[config.mk]
export PLATFORM = sky130hd
export DESIGN_NAME = bldc_tick_scheduler
export DESIGN_NICKNAME = d
export VERILOG_FILES = /design/src/rtl/bldc_tick_scheduler.sv
export SDC_FILE = /design/constraint.sdc
export NUM_CORES = 1
export LEC_CHECK = 0
export ABC_CLOCK_PERIOD_IN_PS = 5200
export BUFFER_PORTS_ARGS = -buffer_cell sky130_fd_sc_hd__buf_4
export CORE_MARGIN = 2
export CORE_UTILIZATION = 38
export DETAILED_ROUTE_END_ITERATION = 8
export PLACE_DENSITY = 0.55
export SLEW_MARGIN = 20
export SYNTH_ARGS = -nofsm -noshare
export SYNTH_HDL_FRONTEND = slang
export SYNTH_SLANG_ARGS = --single-unit
[constraint.sdc]
create_clock -name clk -period 5.2 [get_ports clk]
set_input_delay 1.04 -clock clk [delete_from_list [all_inputs] [get_ports clk]]
set_output_delay 1.04 -clock clk [all_outputs]
set_load 0.005 [all_outputs]
[src/rtl/bldc_tick_scheduler.sv]
// Clock-enable scheduler: pwm_tick every pwm_div cycles, comm_tick every comm_div pwm_ticks,
// with deferred divisor updates in RUN. Define BLDC_TICK_CNT_EN to add the comm_count output.
module bldc_tick_scheduler #(
  parameter int DIV_W        = 8,
  parameter int PWM_DIV_RST  = 8,
  parameter int COMM_DIV_RST = 16
) (
  input  logic             clk,
  input  logic             rst,
  input  logic             enable,
  input  logic             cfg_valid,
  output logic             cfg_ready,
  input  logic             cfg_sel,
  input  logic [DIV_W-1:0] cfg_div,
  output logic             pwm_tick,
  output logic             comm_tick,
  output logic [1:0]       state
`ifdef BLDC_TICK_CNT_EN
  ,
  output logic [15:0]      comm_count
`endif
);

  typedef enum logic [1:0] {
    ST_IDLE = 2'b00,
    ST_RUN  = 2'b01,
    ST_PEND = 2'b10
  } state_t;

  localparam logic [DIV_W-1:0] ONE      = DIV_W'(1);
  localparam logic [DIV_W-1:0] PWM_INIT = DIV_W'(PWM_DIV_RST);
  localparam logic [DIV_W-1:0] COMM_INIT = DIV_W'(COMM_DIV_RST);

  state_t           state_q, state_d;
  logic [DIV_W-1:0] pwm_div_q, pwm_div_d;
  logic [DIV_W-1:0] comm_div_q, comm_div_d;
  logic [DIV_W-1:0] pwm_cnt_q, pwm_cnt_d;
  logic [DIV_W-1:0] comm_cnt_q, comm_cnt_d;
  logic             shadow_sel_q, shadow_sel_d;
  logic [DIV_W-1:0] shadow_div_q, shadow_div_d;
  logic             pwm_tick_q, pwm_tick_d;
  logic             comm_tick_q, comm_tick_d;

  logic             cfg_fire;
  logic [DIV_W-1:0] cfg_div_clamped;
  logic             pwm_wrap;
  logic             comm_wrap;
  logic             wr_en;
  logic             wr_sel;
  logic [DIV_W-1:0] wr_div;

  assign cfg_ready       = (state_q != ST_PEND);
  assign cfg_fire        = cfg_valid && cfg_ready;
  assign cfg_div_clamped = (cfg_div == '0) ? ONE : cfg_div;

  // Wraps compare against div-1, so a divisor of 1 wraps on every counting edge.
  assign pwm_wrap  = (state_q != ST_IDLE) && (pwm_cnt_q == pwm_div_q - ONE);
  assign comm_wrap = pwm_wrap && (comm_cnt_q == comm_div_q - ONE);

  always_comb begin
    // NOTE: every target gets a default first so no path through the block infers a latch.
    state_d      = state_q;
    pwm_div_d    = pwm_div_q;
    comm_div_d   = comm_div_q;
    pwm_cnt_d    = pwm_cnt_q;
    comm_cnt_d   = comm_cnt_q;
    shadow_sel_d = shadow_sel_q;
    shadow_div_d = shadow_div_q;
    pwm_tick_d   = 1'b0;
    comm_tick_d  = 1'b0;
    wr_en        = 1'b0;
    wr_sel       = 1'b0;
    wr_div       = ONE;

    unique case (state_q)
      ST_IDLE: begin
        pwm_cnt_d  = '0;
        comm_cnt_d = '0;
        if (cfg_fire) begin
          wr_en  = 1'b1;
          wr_sel = cfg_sel;
          wr_div = cfg_div_clamped;
        end
        if (enable) state_d = ST_RUN;
      end

      ST_RUN, ST_PEND: begin
        if (!enable) begin
          state_d    = ST_IDLE;
          pwm_cnt_d  = '0;
          comm_cnt_d = '0;
          // Leaving for IDLE: nothing may be lost, so pending or same-edge writes land now.
          if (state_q == ST_PEND) begin
            wr_en  = 1'b1;
            wr_sel = shadow_sel_q;
            wr_div = shadow_div_q;
          end else if (cfg_fire) begin
            wr_en  = 1'b1;
            wr_sel = cfg_sel;
            wr_div = cfg_div_clamped;
          end
        end else begin
          pwm_cnt_d   = pwm_wrap ? '0 : pwm_cnt_q + ONE;
          if (pwm_wrap) comm_cnt_d = comm_wrap ? '0 : comm_cnt_q + ONE;
          pwm_tick_d  = pwm_wrap;
          comm_tick_d = comm_wrap;

          if (state_q == ST_RUN) begin
            if (cfg_fire) begin
              shadow_sel_d = cfg_sel;
              shadow_div_d = cfg_div_clamped;
              state_d      = ST_PEND;
            end
          end else if (shadow_sel_q ? comm_wrap : pwm_wrap) begin
            // The period ending on this edge used the old divisor; the next one uses the new.
            wr_en   = 1'b1;
            wr_sel  = shadow_sel_q;
            wr_div  = shadow_div_q;
            state_d = ST_RUN;
          end
        end
      end

      default: state_d = ST_IDLE;
    endcase

    if (wr_en) begin
      if (wr_sel) comm_div_d = wr_div;
      else        pwm_div_d  = wr_div;
    end
  end

  // NOTE: sequential state uses <= so every register samples the pre-edge values.
  always_ff @(posedge clk or negedge rst) begin
    if (!rst) begin
      state_q      <= ST_IDLE;
      pwm_div_q    <= PWM_INIT;
      comm_div_q   <= COMM_INIT;
      pwm_cnt_q    <= '0;
      comm_cnt_q   <= '0;
      shadow_sel_q <= 1'b0;
      shadow_div_q <= '0;
      pwm_tick_q   <= 1'b0;
      comm_tick_q  <= 1'b0;
    end else begin
      state_q      <= state_d;
      pwm_div_q    <= pwm_div_d;
      comm_div_q   <= comm_div_d;
      pwm_cnt_q    <= pwm_cnt_d;
      comm_cnt_q   <= comm_cnt_d;
      shadow_sel_q <= shadow_sel_d;
      shadow_div_q <= shadow_div_d;
      pwm_tick_q   <= pwm_tick_d;
      comm_tick_q  <= comm_tick_d;
    end
  end

  assign pwm_tick  = pwm_tick_q;
  assign comm_tick = comm_tick_q;
  assign state     = state_q;

`ifdef BLDC_TICK_CNT_EN
  logic [15:0] comm_count_q, comm_count_d;

  // Counts comm_tick pulses since RUN entry; wraps naturally at 16 bits.
  always_comb begin
    comm_count_d = comm_count_q;
    if (state_q != ST_IDLE && state_d == ST_IDLE) comm_count_d = '0;
    else if (comm_tick_d)                         comm_count_d = comm_count_q + 16'd1;
  end

  always_ff @(posedge clk or negedge rst) begin
    if (!rst) comm_count_q <= '0;
    else      comm_count_q <= comm_count_d;
  end

  assign comm_count = comm_count_q;
`endif

endmodule

==> impl_metrics.yaml <==
run_status:
  outcome: "completed"
final_layout:
  layout_common_cells: "43 x dfrtp_1, 20 x o21ai_0, 17 x nand2_1, 17 x buf_4, 14 x mux2_2"
  syn2layout_area_growth_pct: 12.75
  diodes: 0
  drive_gt1_frac: 0.2042
  final_nets: 309
  fin_area_mm2: 0.003098
  final_common_cell: "dfrtp_1"
  fin_util: 0.4486
setup_path:
  reg2reg_depth: 8
  reg2reg_to: "pwm_div_q[7]"
  r2r_slack_ns: 2.05
  critPathKind: "reg2reg"
  end_kind: "flip-flop"
  crit_path_max_incr_delay_ns: 0.61
  crit_arrival_ns: 3.34
  timing.rr.start: "pwm_div_q[0]"
  critPathSlowestCell: "or4_4"
  cp-start-kind: "flip-flop"
  cp_cell_sequence: "inv_1 > ha_1 > xnor2_1 > or3_1 > or4_4 > nor4_4 > o21ba_1 > mux2_4"
  cp.required_ns: 5.39
  path_max_fanout: 8
timing:
  rsz0062_at_grt: "no"
  slew_violations: 0
  setup_viol: 0
  worst_pin_slew_ns: 0.7161
  min_period_ns: 3.153
  finalHoldViolCount: 0
  maxSlewHeadroom: 0.5208
  holdWs_ns: 0.5097
  fmax_mhz: 317.1
  fin_skew_ns: 0.01035
  period_share: 0.6064
  finalSetupTns_ns: 0
synth:
  syn_avg_cell_area_um2: 10.18
  yosysUniqueCellTypes: 56
  syn_nets: 291
  synthCells: 270
  synth_seq_area_share: 0.4107
  syn-cell-area_mm2: 0.002748
  synth_seq_cells: 45
  synth_warnings: 0
job:
  drv_cap: 0
hold_path:
  worstHoldStart: "pwm_cnt_q[7]"
  min_path_cells: 1
  holdPathEnd: "pwm_cnt_q[7]"
  hp-class: "reg2reg"
clocking:
  cts-resized-gates: 0
  root_buffer: "clkbuf_8"
  cts_buffer_depth: 2
  cts.htree.levels: 2
  cts_tree: "yes"
  cts_setup_buffers: 0
  postCtsHoldBufs: 0
  cts_sinks: 45
  worst_skew_pair.late_latency_ns: 0.31
  numCtsBuffers: 5
  path_clk_slew_ns: 0.09
global_routing:
  grt_pass1_wl_um: 10050
  grt_antenna_before_repair: 0
  first_global_vias: 1963
  grt_max_degree: 46
  grt_overflow_total: 0
  grt_usage: 0.1653
placed_design:
  portBuffers: 17
  dpl.hpwl_um: 4358
  gp_congestion: 0.8859
  placed_area_mm2: 0.002964
route:
  drt-initial-drc-count: 114
  viasPerCell: 5.369
  drc: 0
  vias: 2067
  antenna_left: 0
  post_drt_wl_per_cell_um: 15.61
  wl_um: 6008
  drt_pass1_iterations: 4
power_and_ir_drop:
  sequentialPowerShare: 0.333
  leakage_uw: 0.001386
  p_sw_frac: 0.3881
  power_density_mw_per_mm2: 510.7
  power_uw: 1582
  comb_power_share: 0.465
  pwr-share-clk: 0.202
  vdd_drop_max_v: 0.0003754
  p_switching_uw: 614.1
  p_int_uw: 968.0
floorplan:
  core_mm2: 0.006907
  die_w_um: 89.04
  ioPinCount: 18
  rows: 30
  die_h_um: 89.04
  initial_utilization: 0.3978
  dieArea_mm2: 0.007927
[cells in the mapped netlist (all sizes together)]
library cell	instances	share of area
o2111ai	2	0.0087
mux2	24	0.11
or4	2	0.0068
nand2	17	0.023
a32oi	2	0.0064
o21a	1	0.0027
o22ai	2	0.0046
nor2b	3	0.0068
or3	1	0.0023
nand3	11	0.020
a22o	7	0.022
ha	8	0.036
and2b	2	0.0059
a32o	1	0.0036
o21ba	1	0.0036
and4b	2	0.0073
inv	13	0.018
nor2	13	0.018
and3	8	0.019
dfrtp	43	0.39
o21ai	23	0.043
nor4	5	0.017
nand4	2	0.0046
o31ai	8	0.027
a41o	1	0.0036
or2	1	0.0032
a21o	1	0.0027
nand2b	8	0.018
buf	2	0.0059
or4b	1	0.0036
nor3b	1	0.0027
mux2i	1	0.0036
a31oi	2	0.0046
xnor2	12	0.038
dfstp	2	0.019
a21oi	8	0.015
nor3	10	0.020
clkbuf	4	0.0055
xor2	10	0.032
a22oi	1	0.0027
o211a	1	0.0036
nand3b	1	0.0027
o21bai	1	0.0027
o31a	1	0.0032
[worst max-delay path, delay by kind of cell, from the launching register on]
| kind | cells | cell delay, ns |
|---|---|---|
| simple gates | 3 | 1.24 |
| mux | 1 | 0.34 |
| flops | 1 | 0.45 |
| xor+xnor | 1 | 0.12 |
| fa+ha+maj | 1 | 0.30 |
| compound gates | 1 | 0.52 |
| buf+inv | 1 | 0.07 |
[layer usage]
metal / vias to the layer above / track usage / wire (um)
met2: 40 / 0.2300 / 2423
met4: 0 / 0.04478 / 74
met5: - / 0 / 0
met3: 7 / 0.03416 / 202
li1: 1019 / - / -
met1: 1001 / 0.2581 / 3308
[cells by family after synthesis]
kind of cell / after synthesis / synth area share
buffers and inverters: 19 / 0.02914
DFF: 45 / 0.4107
AOI/OAI and AO/OA: 63 / 0.1598
adders and majority gates: 8 / 0.03643
xor gates and xnor gates: 22 / 0.07013
muxes: 25 / 0.1129
and+or+nand+nor: 88 / 0.1808
[power groups by stage]
stage | logic [uW] | registers [uW] | clock network, uW
floorplan | 593 | 503 | 0
global placement | 728 | 532 | 0
detailed placement | 731 | 534 | 0
CTS | 734 | 528 | 327
global route | 816 | 541 | 338
finish | 736 | 526 | 320
[per-stage QoR]
stage          setup slack [ns]  cells
5_1_grt                   1.886    385
6_report                  2.047    385
3_3_place_gp              1.997    377
2_1_floorplan             2.450    270
3_5_place_dp              2.000    377
4_1_cts                   2.048    385
[how the worst max path moves through the flow]
stage / slack, ns / end / startpoint / cells after the start
after floorplan: 2.45 / pwm_div_q[0] / pwm_div_q[0] / 9
after global placement: 2.00 / pwm_div_q[7] / enable / 8
after detailed placement: 2.00 / pwm_div_q[5] / enable / 8
after CTS: 2.05 / pwm_div_q[7] / pwm_div_q[0] / 8
after global routing: 1.89 / pwm_div_q[7] / pwm_div_q[0] / 8
final: 2.05 / pwm_div_q[7] / pwm_div_q[0] / 8
[flip-flops by register name, summed over array words and instances (netlist names)]
name	cells
shadow_sel_q	1
comm_div_q	8
pwm_div_q	8
pwm_tick	1
comm_cnt_q	8
state	2
shadow_div_q	8
comm_tick	1
pwm_cnt_q	8
[final cells by class]
type / instances / area, um2
Multi-Input combinational cell: 206 / 1539
Clock buffer: 5 / 68.82
Inverter: 13 / 48.80
Fill cell: 686 / 3809
Clock inverter: 3 / 65.06
Timing Repair Buffer: 17 / 127.6
Sequential cell: 45 / 1129
Tap cell: 96 / 120.1
Power figures use the tool's default switching activity.
